## src/rtl/ibex_wb_queue.sv

```systemverilog
// Multi-entry, in-order writeback queue between ID/EX and the register file (CHERI Ibex).
// Define IBEX_WB_QUEUE_PERF_EN to enable the retire performance-counter outputs.
module ibex_wb_queue #(
  parameter int unsigned              Depth         = 2,
  parameter int unsigned              CheriCapWidth = 91,
  parameter logic [CheriCapWidth-1:0] CheriNullCap  = '0,
  parameter bit                       ResetAll      = 1'b0
) (
  input  logic                         clk_i,
  input  logic                         rst_ni,
  input  logic                         en_wb_i,
  input  logic [1:0]                   instr_type_wb_i,
  input  logic [31:0]                  pc_id_i,
  input  logic [CheriCapWidth-1:0]     pcc_id_i,
  input  logic                         instr_is_compressed_id_i,
  input  logic                         instr_perf_count_id_i,
  input  logic [4:0]                   rf_waddr_id_i,
  input  logic                         rf_we_id_i,
  input  logic                         rf_wcap_id_i,
  input  logic [31:0]                  rf_wdata_int_id_i,
  input  logic [CheriCapWidth-1:0]     rf_wdata_cap_id_i,
  output logic                         ready_wb_o,
  input  logic                         lsu_resp_valid_i,
  input  logic                         lsu_resp_err_i,
  input  logic                         rf_we_lsu_i,
  input  logic                         rf_wcap_lsu_i,
  input  logic [31:0]                  rf_wdata_int_lsu_i,
  input  logic [CheriCapWidth-1:0]     rf_wdata_cap_lsu_i,
  input  logic [4:0]                   rf_raddr_a_i,
  input  logic [4:0]                   rf_raddr_b_i,
  output logic                         hazard_a_o,
  output logic                         hazard_b_o,
  output logic [4:0]                   rf_waddr_wb_o,
  output logic                         rf_we_wb_o,
  output logic                         rf_wcap_wb_o,
  output logic [31:0]                  rf_wdata_int_wb_o,
  output logic [CheriCapWidth-1:0]     rf_wdata_cap_wb_o,
  output logic                         instr_done_wb_o,
  output logic [31:0]                  pc_wb_o,
  output logic [CheriCapWidth-1:0]     pcc_wb_o,
  output logic                         outstanding_load_wb_o,
  output logic                         outstanding_store_wb_o,
  output logic [$clog2(Depth+1)-1:0]   occupancy_o,
  output logic                         perf_instr_ret_wb_o,
  output logic                         perf_instr_ret_compressed_wb_o
);
  localparam int unsigned PtrW = $clog2(Depth);
  localparam int unsigned OccW = $clog2(Depth+1);
  localparam logic [1:0] WbLoad  = 2'b00;
  localparam logic [1:0] WbOther = 2'b10;

  typedef struct packed {
    logic [1:0]               typ;
    logic [4:0]               waddr;
    logic                     we;
    logic                     wcap;
    logic [31:0]              wdata_int;
    logic [CheriCapWidth-1:0] wdata_cap;
    logic [31:0]              pc;
    logic [CheriCapWidth-1:0] pcc;
`ifdef IBEX_WB_QUEUE_PERF_EN
    logic                     compressed;
    logic                     count;
`endif
  } entry_t;

  logic [Depth-1:0] valid_q, valid_d, done_q, done_d, err_q, err_d;
  entry_t           ent_q [Depth];
  entry_t           ent_d [Depth];
  logic [PtrW-1:0]  head_q, head_d, tail_q, tail_d, mem_ptr, scan_idx;
  logic [OccW-1:0]  occ_q, occ_d;
  logic             mem_found, resp_fire, resp_at_head, head_valid, retire, enq;
  logic             eff_err, eff_we, eff_wcap, hz_a, hz_b, live, writes;
  logic [31:0]              eff_int;
  logic [CheriCapWidth-1:0] eff_cap;
  entry_t           head_ent;

  // Wraps correctly for non-power-of-two Depth; n is always below Depth.
  function automatic logic [PtrW-1:0] ptr_add(logic [PtrW-1:0] p, int unsigned n);
    int unsigned s;
    s = 32'(p) + n;
    if (s >= Depth) s = s - Depth;
    return PtrW'(s);
  endfunction

  // The next LSU response belongs to the oldest un-done memory entry.
  always_comb begin
    mem_found = 1'b0;
    mem_ptr   = head_q;
    scan_idx  = head_q;
    for (int unsigned i = 0; i < Depth; i++) begin
      scan_idx = ptr_add(head_q, i);
      if (!mem_found && valid_q[scan_idx] && !done_q[scan_idx] && ent_q[scan_idx].typ != WbOther) begin
        mem_found = 1'b1;
        mem_ptr   = scan_idx;
      end
    end
  end

  assign head_ent     = ent_q[head_q];
  assign head_valid   = valid_q[head_q];
  assign resp_fire    = lsu_resp_valid_i & mem_found;
  assign resp_at_head = resp_fire & (mem_ptr == head_q);
  assign retire       = head_valid & (done_q[head_q] | resp_at_head);
  assign ready_wb_o   = (occ_q < OccW'(Depth)) | retire;
  assign enq          = en_wb_i & ready_wb_o;

  always_comb begin
    eff_err  = err_q[head_q];
    eff_we   = head_ent.we;
    eff_wcap = head_ent.wcap;
    eff_int  = head_ent.wdata_int;
    eff_cap  = head_ent.wdata_cap;
    if (resp_at_head) begin
      eff_err = lsu_resp_err_i;
      if (head_ent.typ == WbLoad) begin
        eff_we = rf_we_lsu_i & ~lsu_resp_err_i;
        if (!lsu_resp_err_i) begin
          eff_wcap = rf_wcap_lsu_i;
          eff_int  = rf_wdata_int_lsu_i;
          eff_cap  = rf_wdata_cap_lsu_i;
        end
      end
    end
  end

  assign instr_done_wb_o   = retire;
  assign rf_we_wb_o        = retire & eff_we;
  assign rf_wcap_wb_o      = rf_we_wb_o & eff_wcap;
  assign rf_waddr_wb_o     = retire ? head_ent.waddr : 5'd0;
  assign rf_wdata_int_wb_o = rf_we_wb_o ? eff_int : 32'd0;
  assign rf_wdata_cap_wb_o = rf_we_wb_o ? eff_cap : '0;
  assign pc_wb_o           = head_valid ? head_ent.pc : 32'd0;
  assign pcc_wb_o          = head_valid ? head_ent.pcc : CheriNullCap;
  assign occupancy_o       = occ_q;

  // A retiring head no longer blocks readers: its value reaches the RF this cycle.
  always_comb begin
    hz_a = 1'b0;
    hz_b = 1'b0;
    live = 1'b0;
    writes = 1'b0;
    outstanding_load_wb_o  = 1'b0;
    outstanding_store_wb_o = 1'b0;
    for (int unsigned i = 0; i < Depth; i++) begin
      live   = valid_q[i] & ~(retire & (PtrW'(i) == head_q));
      writes = ent_q[i].we | (ent_q[i].typ == WbLoad);
      if (live && writes && (ent_q[i].waddr == rf_raddr_a_i)) hz_a = 1'b1;
      if (live && writes && (ent_q[i].waddr == rf_raddr_b_i)) hz_b = 1'b1;
      if (valid_q[i] && !done_q[i] && ent_q[i].typ == WbLoad) outstanding_load_wb_o = 1'b1;
      if (valid_q[i] && !done_q[i] && ent_q[i].typ == 2'b01) outstanding_store_wb_o = 1'b1;
    end
  end
  assign hazard_a_o = hz_a & (rf_raddr_a_i != 5'd0);
  assign hazard_b_o = hz_b & (rf_raddr_b_i != 5'd0);

  // Retire clears the head before enqueue so a full queue can refill the same slot.
  always_comb begin
    valid_d = valid_q;
    done_d  = done_q;
    err_d   = err_q;
    ent_d   = ent_q;
    if (resp_fire) begin
      done_d[mem_ptr] = 1'b1;
      err_d[mem_ptr]  = lsu_resp_err_i;
      if (ent_q[mem_ptr].typ == WbLoad) begin
        ent_d[mem_ptr].we = rf_we_lsu_i & ~lsu_resp_err_i;
        if (!lsu_resp_err_i) begin
          ent_d[mem_ptr].wcap      = rf_wcap_lsu_i;
          ent_d[mem_ptr].wdata_int = rf_wdata_int_lsu_i;
          ent_d[mem_ptr].wdata_cap = rf_wdata_cap_lsu_i;
        end
      end
    end
    if (retire) begin
      valid_d[head_q] = 1'b0;
      done_d[head_q]  = 1'b0;
      err_d[head_q]   = 1'b0;
    end
    if (enq) begin
      valid_d[tail_q]         = 1'b1;
      done_d[tail_q]          = (instr_type_wb_i == WbOther);
      err_d[tail_q]           = 1'b0;
      ent_d[tail_q].typ       = instr_type_wb_i;
      ent_d[tail_q].waddr     = rf_waddr_id_i;
      ent_d[tail_q].we        = rf_we_id_i;
      ent_d[tail_q].wcap      = rf_wcap_id_i;
      ent_d[tail_q].wdata_int = rf_wdata_int_id_i;
      ent_d[tail_q].wdata_cap = rf_wdata_cap_id_i;
      ent_d[tail_q].pc        = pc_id_i;
      ent_d[tail_q].pcc       = pcc_id_i;
`ifdef IBEX_WB_QUEUE_PERF_EN
      ent_d[tail_q].compressed = instr_is_compressed_id_i;
      ent_d[tail_q].count      = instr_perf_count_id_i;
`endif
    end
  end

  assign head_d = retire ? ptr_add(head_q, 1) : head_q;
  assign tail_d = enq ? ptr_add(tail_q, 1) : tail_q;
  assign occ_d  = occ_q + OccW'(enq) - OccW'(retire);

  always_ff @(posedge clk_i or negedge rst_ni) begin
    if (!rst_ni) begin
      valid_q <= '0;
      done_q  <= '0;
      err_q   <= '0;
      head_q  <= '0;
      tail_q  <= '0;
      occ_q   <= '0;
    end else begin
      valid_q <= valid_d;
      done_q  <= done_d;
      err_q   <= err_d;
      head_q  <= head_d;
      tail_q  <= tail_d;
      occ_q   <= occ_d;
    end
  end

  if (ResetAll) begin : g_payload_rst
    always_ff @(posedge clk_i or negedge rst_ni) begin
      if (!rst_ni) begin
        for (int unsigned i = 0; i < Depth; i++) ent_q[i] <= '0;
      end else begin
        ent_q <= ent_d;
      end
    end
  end else begin : g_payload_nrst
    always_ff @(posedge clk_i) begin
      ent_q <= ent_d;
    end
  end

`ifdef IBEX_WB_QUEUE_PERF_EN
  assign perf_instr_ret_wb_o            = retire & head_ent.count & ~eff_err;
  assign perf_instr_ret_compressed_wb_o = perf_instr_ret_wb_o & head_ent.compressed;
`else
  logic unused_perf;
  assign unused_perf = ^{instr_is_compressed_id_i, instr_perf_count_id_i, eff_err};
  assign perf_instr_ret_wb_o            = 1'b0;
  assign perf_instr_ret_compressed_wb_o = 1'b0;
`endif

  resp_has_target_a: assert property (@(posedge clk_i) disable iff (!rst_ni)
    lsu_resp_valid_i |-> mem_found);

endmodule

```

## config.mk

```make
export PLATFORM = sky130hd
export DESIGN_NAME = ibex_wb_queue
export DESIGN_NICKNAME = d
export VERILOG_FILES = /design/src/rtl/ibex_wb_queue.sv
export SDC_FILE = /design/constraint.sdc
export NUM_CORES = 1
export LEC_CHECK = 0
export CAP_MARGIN = 20
export CORE_AREA = 5 5 253 255
export CTS_CLUSTER_SIZE = 40
export DETAILED_ROUTE_END_ITERATION = 7
export DIE_AREA = 0 0 258 260
export PLACE_DENSITY = 0.72
export SLEW_MARGIN = 20
export SYNTH_ARGS = -nofsm -noshare
export SYNTH_HDL_FRONTEND = slang
export SYNTH_SLANG_ARGS = --single-unit
```

## constraint.sdc

```tcl
create_clock -name clk_i -period 9.25 [get_ports clk_i]
set_input_delay 1.85 -clock clk_i [delete_from_list [all_inputs] [get_ports clk_i]]
set_output_delay 1.85 -clock clk_i [all_outputs]
set_load 0.005 [all_outputs]
```

# [Yosys cells after proc, flatten, opt, wreduce, memory -nomap -nowiden]
# Cells that the tools add are included.
[totals] output_inout_bits=263 elab_cells=228 ff_bits=518 input_bits=397
[classes] addsub=7 n_eq_ne=10 bitwise_logic=31 mux=107 order_cmp=19 n_reduce_logical=33
[op_table] op="$bwmux 510" n=12
[op_table] op="$mux 255" n=13
[op_table] op="$demux 255 s1" n=12
[op_table] op="$mux 510" n=4
[op_table] op="$mux 91" n=6
[op_table] op="$mux 248" n=2
[op_table] op="$mux 247" n=2
[op_table] op="$mux 246" n=2
[op_table] op="$mux 214" n=2
[op_table] op="$mux 253" n=1
[op_table] op="$mux 32" n=5
[op_table] op="$mux 123" n=1
[op_table] op="$mux 1" n=35
[op_table] op="$logic_and 1x1->1" n=22
[op_table] op="$eq 5x5->1" n=4
[op_table] op="$ge 2x2->1 const B" n=7
[op_table] op="$and 1x1->1" n=13
[op_table] op="$lt 1x2->1 const B" n=5
[op_table] op="$mux 2" n=5
[op_table] op="$not 1->2" n=5
[op_table] op="$reduce_bool 5->1" n=2
[op_table] op="$logic_not 2->1" n=4
[op_table] op="$logic_not 1->1" n=5
[op_table] op="$mux 5" n=1
[op_table] op="other kinds (19)" n=37

# [Logic depth before layout (Yosys ltp)]
[logic_depth] depth_word=35 mapped_depth=10 depth_no_buf=8

# [Worst setup path after synthesis]
# OpenSTA, ideal clock, no wires.
[synth_timing] path_type="in2out" start="in lsu_resp_valid_i" end="out rf_wdata_cap_wb_o[81]" required_time_ps=7400 setup_slack_ps=4149 path_buffers=3 cell_stages=7 arrival_time_ps=3251 path_cell_list="buf_2 > a21oi_1 > nor2_1 > o211ai_1 > buf_2 > buf_2 > a211oi_1"
[synth_via] elab_chain_len=6 word_cells_on_any_way=8 classes_between="3 x mux; 5 x bitwise"
[synth_rtl] item="start, declared" line_no="23" source="input logic lsu_resp_valid_i,"
[synth_rtl] item="$and 1x1->1 *" line_no="102" source="assign resp_fire = lsu_resp_valid_i & mem_found;"
[synth_rtl] item="$and 1x1->1 *" line_no="103" source="assign resp_at_head = resp_fire & (mem_ptr == head_q);"
[synth_rtl] item="$or 1x1->1" line_no="104" source="assign retire = head_valid & (done_q[head_q] | resp_at_head);"
[synth_rtl] item="$and 1x1->1" line_no="104"
[synth_rtl] item="$and 1x1->1" line_no="128" source="assign rf_we_wb_o = retire & eff_we;"
[synth_rtl] item="$mux 91 *" line_no="132" source="assign rf_wdata_cap_wb_o = rf_we_wb_o ? eff_cap : '0;"
[synth_rtl] item="end, declared" line_no="37" source="output logic [CheriCapWidth-1:0] rf_wdata_cap_wb_o,"
# Every way passes the cells marked *; elsewhere a longest branch is shown, timed or not.

# [Worst setup path after layout]
[layout_timing] start="in lsu_resp_valid_i" end="out rf_wdata_cap_wb_o[72]"
# The elaborated chain is that of the path after synthesis.

==> impl_table.tex <==
\begin{tabular}{lr}
\hline
Metric & Value \\
\hline
\multicolumn{2}{l}{\textbf{Logic synthesis}} \\
\quad Most repeated cell in the gate-level netlist after synthesis & mux2i\_1 \\
\quad Yosys reg bits & 518 \\
\quad Number of standard cells after synthesis & 2458 \\
\quad Prevailing post-synth register cell & edfxtp\_1 \\
\quad Fraction of post-synthesis cell area in the top cell type by area & 30.6\% \\
\quad Share of the yosys chip area belonging to registers & 51.1\% \\
\quad Post-synthesis instance area & 25500 µm² \\
\quad Leading post-synthesis cells by instance count & mux2i\_1 (497), and2\_1 (260), edfxtp\_1 (260) \\
\quad Count of flip-flops with a built-in enable after synthesis & 260 \\
\quad Synth area leader & edfxtp\_1 \\
\quad Unique masters post-synth & 51 \\
\quad Post-synth ARST share & 1.54\% \\
\quad Largest cells by area after synthesis & edfxtp\_1 (31\%), dfxtp\_1 (20\%), mux2i\_1 (20\%) \\
\quad Yosys warnings & 0 \\
\quad Synthesized area per cell & 10.4 µm² \\
\multicolumn{2}{l}{\textbf{Floorplanning}} \\
\quad Floorplan die area & 67100 µm² \\
\quad Horizontal die dimension & 258 µm \\
\quad Top-level port count & 660 \\
\quad Starting density of the core & 41.5\% \\
\quad Core area & 61400 µm² \\
\quad Standard-cell row count & 91 \\
\quad Die height & 260 µm \\
\multicolumn{2}{l}{\textbf{STA}} \\
\quad Worst slew margin relative to its limit & 24.3\% \\
\quad Setup repair after global routing missed its margin & false \\
\quad Worst-margin pin slew & 1140 ps \\
\quad Setup WS post-layout & 2420 ps \\
\quad Maximum achievable frequency & 146 MHz \\
\quad Post-Route Skew & 25.2 ps \\
\quad Tcrit/Tclk final & 73.8\% \\
\quad Setup-violating endpoint count in the final report & 0 \\
\quad Final-report hold violation count & 0 \\
\quad Min Clock Period, post-route & 6830 ps \\
\quad Tightest hold margin & 514 ps \\
\quad Final TNS setup & 0 ps \\
\quad Max Transition Viols Final & 0 \\
\multicolumn{2}{l}{\textbf{CTS}} \\
\quad Cts bufs inserted & 57 \\
\quad CTS Sinks & 518 \\
\quad Clock root buffer & clkbuf\_16 \\
\quad TritonCTS clock tree & done \\
\quad Clock network latency to the later pin of the worst-skew pair & 610 ps \\
\quad H-tree levels & 2 \\
\quad Clock Tree Buf Depth & 3 \\
\quad Number of hold-repair buffers added at the cts stage & 0 \\
\quad Post-CTS setup repair buffer count & 0 \\
\quad Register clock-pin slew on the reported worst setup and hold paths & 60 ps \\
\quad Resized Gates After CTS & 0 \\
\multicolumn{2}{l}{\textbf{Worst setup path}} \\
\quad Critical path peak fanout & 65 \\
\quad Worst flop-to-flop path startpoint & head\_q \\
\quad Register-to-Register Setup Slack & 4410 ps \\
\quad Worst endpoint required time & 7400 ps \\
\quad Reg-to-Reg End & ent\_q[288] \\
\quad Critical path data arrival time & 4980 ps \\
\quad Critical path type & in2out \\
\quad Critical path startpoint category & input pin \\
\quad Element type at the critical path end & output pin \\
\quad Worst reg-to-reg path cell count & 7 \\
\multicolumn{2}{l}{\textbf{GRT}} \\
\quad Antenna violations before repair & 40 \\
\quad Global routing usage summed across all routing layers & 22.3\% \\
\quad Global-route wire length before repair & 119 mm \\
\quad Remaining global-route overflow & 0 \\
\quad Largest net degree at the start of global routing & 233 \\
\quad Via count of the first global-routing pass & 20900 \\
\multicolumn{2}{l}{\textbf{Finish}} \\
\quad Final cell utilization of the core & 55.8\% \\
\quad Final Non-Filler Cells & 3859 \\
\quad Area delta synth->final & 34.4\% \\
\quad Layout cells sized above 1 & 3.71\% \\
\quad Final instance area & 34200 µm² \\
\quad Nets@finish & 3398 \\
\multicolumn{2}{l}{\textbf{Route}} \\
\quad Starting DRT DRC Count & 1282 \\
\quad Routed wire length & 78.8 mm \\
\quad DR DRC count & 0 \\
\quad Routed vias/inst & 5.26 \\
\quad First-pass DRT Iterations & 7 \\
\quad ANT nets after route & 0 \\
\quad Routed WL per cell & 20.4 µm \\
\quad Total number of vias & 20300 \\
\multicolumn{2}{l}{\textbf{Power}} \\
\quad P\_leak & 14.3 nW \\
\quad Sequential fraction of design power & 36.6\% \\
\quad Clock Power Share & 21.0\% \\
\quad Switching power as a share of total power & 34.9\% \\
\quad Total Power Consumption & 10.6 mW \\
\quad Net switching power figure & 3.70 mW \\
\quad Part of the power in combinational logic & 42.4\% \\
\quad Int Power & 6.90 mW \\
\quad Maximum resistive drop on vdd & 0.220 mV \\
\quad PD cells & 309 nW/µm² \\
\multicolumn{2}{l}{\textbf{Placement}} \\
\quad Worst setup slack before clock tree synthesis & 2010 ps \\
\quad Cell Area, Placed & 32300 µm² \\
\quad Dpl cells & 3729 \\
\quad Post-DP HPWL & 54.0 mm \\
\quad \# port buffers & 655 \\
\quad Routability Congestion & 0.847 \\
\multicolumn{2}{l}{\textbf{Hold path}} \\
\quad Startpoint of the most critical hold path & occupancy\_o[0] \\
\quad Worst Hold End & occupancy\_o[0] \\
\quad Hold Path Cell Cnt & 1 \\
\quad Hold crit path type & reg2reg \\
\multicolumn{2}{l}{\textbf{Outcome}} \\
\quad Result of the run & finished, final reports clean \\
\multicolumn{2}{l}{\textbf{Run}} \\
\quad Maxcap violations & 0 \\
\hline
\end{tabular}
[per-layer routing]
| layer | routed length, µm | GRT usage [%] | up-vias |
|---|---|---|---|
| li1 | - | - | 9784 |
| met1 | 30000 | 25.1 | 9593 |
| met2 | 37700 | 37.3 | 714 |
| met3 | 8060 | 9.70 | 187 |
| met4 | 2830 | 9.06 | 34 |
| met5 | 213 | 0 | - |
[layout make-up]
type,count,area [µm²]
multi-input cells,1739,11500
clock buffers,93,1660
repair buffers,680,6850
clock inverters,11,165
inverters,4,22.5
flip-flops and latches,518,13000
fillers,5145,27100
diodes,24,60.1
well taps,790,988
[cells in the final DEF (no fill, tap or decap), drive strengths merged, types with 94 or more instances in the layout]
cell type / instances
clkdlybuf4s50: 655
mux2i: 497
and2: 260
edfxtp: 260
nor2: 258
nand2: 258
o21ai: 258
dfxtp: 250
a211oi: 126
clkbuf: 94
[state kept, by name, summed over array words and instances (netlist names)]
signal	flops
done_q	2
head_q	1
valid_q	2
ent_q	510
tail_q	1
occupancy_o	2
[worst max path at each step]
stage | start | end | slack, ps
6_report | lsu_resp_valid_i | rf_wdata_cap_wb_o[72] | 2420
5_1_grt | lsu_resp_valid_i | rf_wdata_cap_wb_o[90] | 2180
4_1_cts | lsu_resp_valid_i | rf_wdata_int_wb_o[19] | 2020
3_5_place_dp | lsu_resp_valid_i | rf_wdata_int_wb_o[19] | 2010
3_3_place_gp | lsu_resp_valid_i | rf_wdata_cap_wb_o[88] | 2120
2_1_floorplan | lsu_resp_valid_i | rf_wdata_cap_wb_o[81] | 4150
[worst max-delay path, cell delays in order]
cell and delay [ps]:
clkdlybuf4s50_1 640, nor2b_1 300, nand2_4 530, buf_4 580, nor2_1 80, a211oi_1 270, clkdlybuf4s50_1 690
[cell families after synthesis]
group	synth area share (%)
AO/OA/AOI/OAI	9.56
flip-flops	51.1
multiplexers	19.6
buffers and inverters	4.00
XOR/XNOR	0.756
other	0.0147
adder cells (fa/ha/maj)	0.0491
AND/OR/NAND/NOR	15.0
[power by group through the flow]
stage / sequential (mW) / combinational, mW / clock, mW
6_report: 3.88 / 4.49 / 2.22
5_1_grt: 3.98 / 4.93 / 2.37
4_1_cts: 3.89 / 4.53 / 2.27
3_5_place_dp: 3.93 / 4.51 / 0
3_3_place_gp: 3.86 / 4.39 / 0
2_1_floorplan: 3.75 / 2.74 / 0
No activity file was read; power rests on OpenSTA's default activity.
==> RTL change 1 (config.mk and constraints unchanged) <==
`ResetAll`: 1'b0 -> 1'b1.
--- a/src/rtl/ibex_wb_queue.sv
+++ b/src/rtl/ibex_wb_queue.sv
@@ -4,7 +4,7 @@
   parameter int unsigned              Depth         = 2,
   parameter int unsigned              CheriCapWidth = 91,
   parameter logic [CheriCapWidth-1:0] CheriNullCap  = '0,
-  parameter bit                       ResetAll      = 1'b0
+  parameter bit                       ResetAll      = 1'b1
 ) (
   input  logic                         clk_i,
   input  logic                         rst_ni,
Function: not settled (the Yosys comparison gave no result); the edit may change what the design does.
==> RTL change 1 against the unedited design <==
Routed wire length increased by 14%. Final area increased by 6.4%. Critical endpoint is now rf_wdata_cap_wb_o[30]. Via count is 12% higher. Largest power group unchanged. Critical path type unchanged. Sequential cell count stayed put. Area after synthesis up 7.6%. Worst setup slack worse by 0.023 ns. Power rose by 18%. Critical path depth did not move. Largest cell class is now multi-input gates.
==> RTL change 1: results (changes against the unedited design) <==
Worst setup path
  • Data arrival, critical path: 5.00 ns (+0.02 ns)
  • RR Endpoint: ent_q[340]
  • Critical path's slowest cell: buf_4
  • Worst Path Max Fanout: 60 (-7.7%)
  • Reg2Reg Depth: 6 (-1)

Global routing
  • Via count of the first global-routing pass: 23800 (+14%)
  • Largest net degree at the start of global routing: 216 (-7.3%)
  • First-pass GRT wire length: 139000 µm (+17%)

Timing
  • Max Clock Skew: 0.0308 ns (+0.00559 ns)
  • Slew @ Worst Pin: 1.15 ns (+0.0116 ns)

Placed design
  • Placement Cell Area: 0.0342 mm² (+5.9%)
  • Dpl ws: 2.40 ns (+0.384 ns)

Worst hold path
  • Worst Hold End: ent_q[13]
  • Hold Startpoint: ent_q[13]

Power and ir drop
  • Clock group: 0.00252 W (+14%)
  • Seq pwr: 0.00405 W (+4%)
  • Leak Pwr: 15.2 nW (+6.5%)
  • Peak supply drop: 0.325 mV (+47%)

Synthesis
  • Distinct cells, synth: 49 (-3.9%)
  • Dominant cells by area after synthesis: dfrtp_1, mux2i_1, nand2_1
  • Synth async-reset ratio: 100% (+98 points)
  • Syn Area/Cell: 9.96 µm² (-4.0%)

Outcome
  • Status: complete, no violations

Final layout
  • Nets: 3685 (+8.4%)
  • Layout Cell Area excl Fill: 0.0364 mm² (+6.4%)

Route
  • Vias: 22700 (+12%)
  • Total wire length: 90100 µm (+14%)
  • WL met3: 7820 µm (-2.9%)
  • 1st-iter DRT viols: 1483 (+16%)
  • Met2 WL: 44300 µm (+18%)
## RTL change 1: cell types whose count changed in the layout (fill, tap and decap cells not counted), moves of 120 or more
cell      unedited run  this run
dfxtp_1            250         0
a211oi_2             0       120
and2_1             260         0
edfxtp_1           260         0
a211oi_1           126         4
nand2_1            257       667
mux2_2               1       125
dfrtp_1              7       517
## RTL change 1: area by class of cell
cell class / count / area share (%)
multi-input cells: 2017 / 36.8
flip-flops and latches: 518 / 35.6
repair buffers: 685 / 18.9
clock buffers: 77 / 4.56
well taps: 790 / 2.71
clock inverters: 30 / 1.23
diodes: 19 / 0.130
inverters: 8 / 0.0824
## RTL change 1: how the worst max path moves through the flow
| stage | to | startpoint | cells after the start |
|---|---|---|---|
| detailed placement | rf_wdata_cap_wb_o[29] | lsu_resp_valid_i | 7 |
| CTS | rf_wdata_cap_wb_o[30] | lsu_resp_valid_i | 7 |
| finish | rf_wdata_cap_wb_o[30] | lsu_resp_valid_i | 7 |
| floorplan | rf_wdata_cap_wb_o[0] | lsu_resp_valid_i | 6 |
| global route | rf_wdata_cap_wb_o[30] | lsu_resp_valid_i | 7 |
| global placement | rf_wdata_int_wb_o[4] | lsu_resp_valid_i | 7 |
## RTL change 1: cell families (layout without fill, tap and decap cells)
group	after synthesis	after routing	synth area share [%]
other cells	1	21	0.0137
flops	518	518	47.3
buf+inv	221	800	4.09
xor+xnor	22	22	0.702
simple gates	964	964	13.6
fa+ha+maj	2	2	0.0821
compound gates	405	405	11.0
mux	622	622	23.3
## RTL change 1: tightest hold or removal path: stages, from the launching register on
cell and delay [ns]:
dfrtp_1 0.34, nand2_1 0.05, nand2_1 0.05
## RTL change 1: per-layer routing
layer,vias to the layer above,GRT usage (%)
li1,10500,-
met1,11300,31.1
met2,710,43.7
met3,161,8.96
met4,24,8.48
met5,-,0
==> RTL change 2 (config.mk and constraints unchanged) <==
Without the edit above. Reset style: synchronous (`rst_ni`), changed in 2 clocked blocks.
--- a/src/rtl/ibex_wb_queue.sv
+++ b/src/rtl/ibex_wb_queue.sv
@@ -200,7 +200,7 @@
   assign tail_d = enq ? ptr_add(tail_q, 1) : tail_q;
   assign occ_d  = occ_q + OccW'(enq) - OccW'(retire);
 
-  always_ff @(posedge clk_i or negedge rst_ni) begin
+  always_ff @(posedge clk_i) begin
     if (!rst_ni) begin
       valid_q <= '0;
       done_q  <= '0;
@@ -219,7 +219,7 @@
   end
 
   if (ResetAll) begin : g_payload_rst
-    always_ff @(posedge clk_i or negedge rst_ni) begin
+    always_ff @(posedge clk_i) begin
       if (!rst_ni) begin
         for (int unsigned i = 0; i < Depth; i++) ent_q[i] <= '0;
       end else begin
Check against the original RTL: not settled (the Yosys comparison gave no result); the edit may change what the design does.
==> RTL change 2 against the unedited design <==
Clock skew decreased by 0.015 ns. Power decreased by 26%. Routed wire length increased by 1.1%. Worst setup slack got worse by 0.71 ns. Count of clock-buffer cells in the layout decreased by 2. Synthesized cell count decreased by 7.2%. Worst hold slack improved by 0.028 ns. Sequential cell count unchanged. Final cell count decreased by 4.7%. Final area increased by 2.7%. Register-to-register slack improved by 0.75 ns. Non-clock buffer count decreased by 4. Area after synthesis increased by 3.8%. Largest cell class unchanged. Largest power group is now sequential cells.
==> RTL change 2: results (changes against the unedited design) <==
Route
  • Wirelength per Cell: 21.7 µm (+6.1%)
  • DRT Pass-1 Iters: 5 (-2)
  • 1st-iter DRT viols: 1428 (+11%)
  • Vias: 19800 (-2.4%)

Final layout
  • Share of cells above drive strength 1: 10.3% (+6.6 points)
  • Largest register FFs: 510 (unchanged)
  • Largest reg by FF count: ent_q
  • Cell Count, Final, Fillers Out: 3676 (-4.7%)
  • Nets: 3228 (-5.0%)

Placed design
  • Placed cell count: 3559 (-4.6%)
  • Post-DP HPWL: 54400 µm (+0.73%)
  • Dpl ws: 1.77 ns (-0.247 ns)
  • Gpl congestion: 0.847 (about the same)

Global routing
  • Via count of the first global-routing pass: 20400 (-2.2%)
  • Antenna violations before repair: 17 (-57%)
  • GRT Util Overall: 22.4% (+0.12 points)
  • Largest net degree at the start of global routing: 211 (-9.4%)
  • First-pass GRT wire length: 120000 µm (+0.48%)

Worst setup path
  • Max incr delay on CP: 0.73 ns (+0.04 ns)
  • Critical path's slowest cell: clkdlybuf4s50_1
  • Worst Path Max Fanout: 37 (-43%)
  • Data arrival, critical path: 5.69 ns (+0.71 ns)

CTS
  • TritonCTS Buffers: 58 (+1.8%)
  • Max H-tree Level: 2 (unchanged)
  • CTS Buffer Depth: 3 (unchanged)
  • Reg clk slew, reported paths: 0.05 ns
  • Worst-Skew Late Latency: 0.59 ns (-0.02 ns)
  • Post-CTS sizing: 0 (unchanged)
  • Root Buffer: clkbuf_16

Synthesis
  • Synth warn: 0 (unchanged)
  • Most frequent cells after synthesis: mux2i_1, and2_1, edfxtp_1
  • Synth async-reset ratio: 0% (-1.5 points)
  • Syn Area/Cell: 11.6 µm² (+12%)
  • Distinct cells, synth: 57 (+12%)
  • Number of synthesized flops with an enable pin: 260 (unchanged)
  • Dominant cells by area after synthesis: edfxtp_1, dfxtp_1, mux2i_1
  • Sequential area share after synthesis: 49.0% (-2.0 points)

Timing
  • Fin. Hold Viols: 0 (unchanged)
  • Slew @ Worst Pin: 1.12 ns (-0.0118 ns)
  • Max Clock Skew: 0.00972 ns (-0.0155 ns)

Power and ir drop
  • Leak Pwr: 12.5 nW (-13%)
  • Sw Share: 28.1% (-6.8 points)
  • Peak supply drop: 0.139 mV (-37%)

Outcome
  • Status: complete, no violations
-- RTL change 2: cell count changes in the layout (fill, tap and decap cells not counted), moves of 76 or more --
cell and delta:
o21ai_0 -146, mux2i_1 -169, nand2_1 -253, nor3_1 +76
mux2_2 +109, mux2_1 +177, o21ai_1 -104
-- RTL change 2: logic make-up (layout without fill, tap and decap cells) --
kind of cell	count (synthesis)	count (layout)	synth area share (%)
buf+inv	199	791	3.87
simple gates	634	634	12.3
fa+ha+maj	2	2	0.0851
compound gates	234	234	6.14
other cells	1	13	0.0142
flops	518	518	49.0
xor+xnor	22	22	0.728
mux	672	672	27.9
-- RTL change 2: worst paths after layout --
path / from / endpoint / slack [ns] / cells after the start
worst max register to register: head_q / ent_q[178] / 5.16 / 8
worst max-delay path: lsu_resp_valid_i / rf_wdata_cap_wb_o[50] / 1.71 / 8
worst min register to register: ent_q[464] / ent_q[464] / 0.54 / 2
worst min-delay path: ent_q[464] / ent_q[464] / 0.54 / 2
-- RTL change 2: worst min-delay path, cell delays in order (launching register included) --
cell and delay (ns):
dfxtp_1 0.31, mux2i_1 0.11, a21oi_1 0.07
-- RTL change 2: per-stage QoR --
stage	util (%)	hold WS, ns	area, µm²
after floorplan	-	0.513	26500
after global placement	54.3	0.526	33300
after detailed placement	54.3	0.537	33300
after CTS	57.2	0.542	35100
after global routing	57.3	0.565	35200
final	57.3	0.542	35200
-- RTL change 2: cell type report --
type	instances	area, µm²
fillers	5030	26200
flip-flops and latches	518	13000
multi-input cells	1566	12500
repair buffers	676	6810
clock buffers	91	1700
well taps	790	988
clock inverters	14	92.6
inverters	10	45.0
diodes	11	27.5
-- RTL change 2: per-layer routing --
layer	wire length (µm)	global-route usage, %	vias to the layer above
met5	94	0	-
met4	2160	7.34	14
met3	6400	6.77	126
met2	39900	39.5	661
met1	31100	26.2	9685
li1	-	-	9340
-- RTL change 2: power groups by stage --
stage	clock network, W	registers, W	logic, W
final	0.00217	0.00339	0.00225
after global placement	0	0.00338	0.00216
after global routing	0.00232	0.00346	0.00245
after detailed placement	0	0.00344	0.00225
after CTS	0.00223	0.00339	0.00227
after floorplan	0	0.00336	0.00150
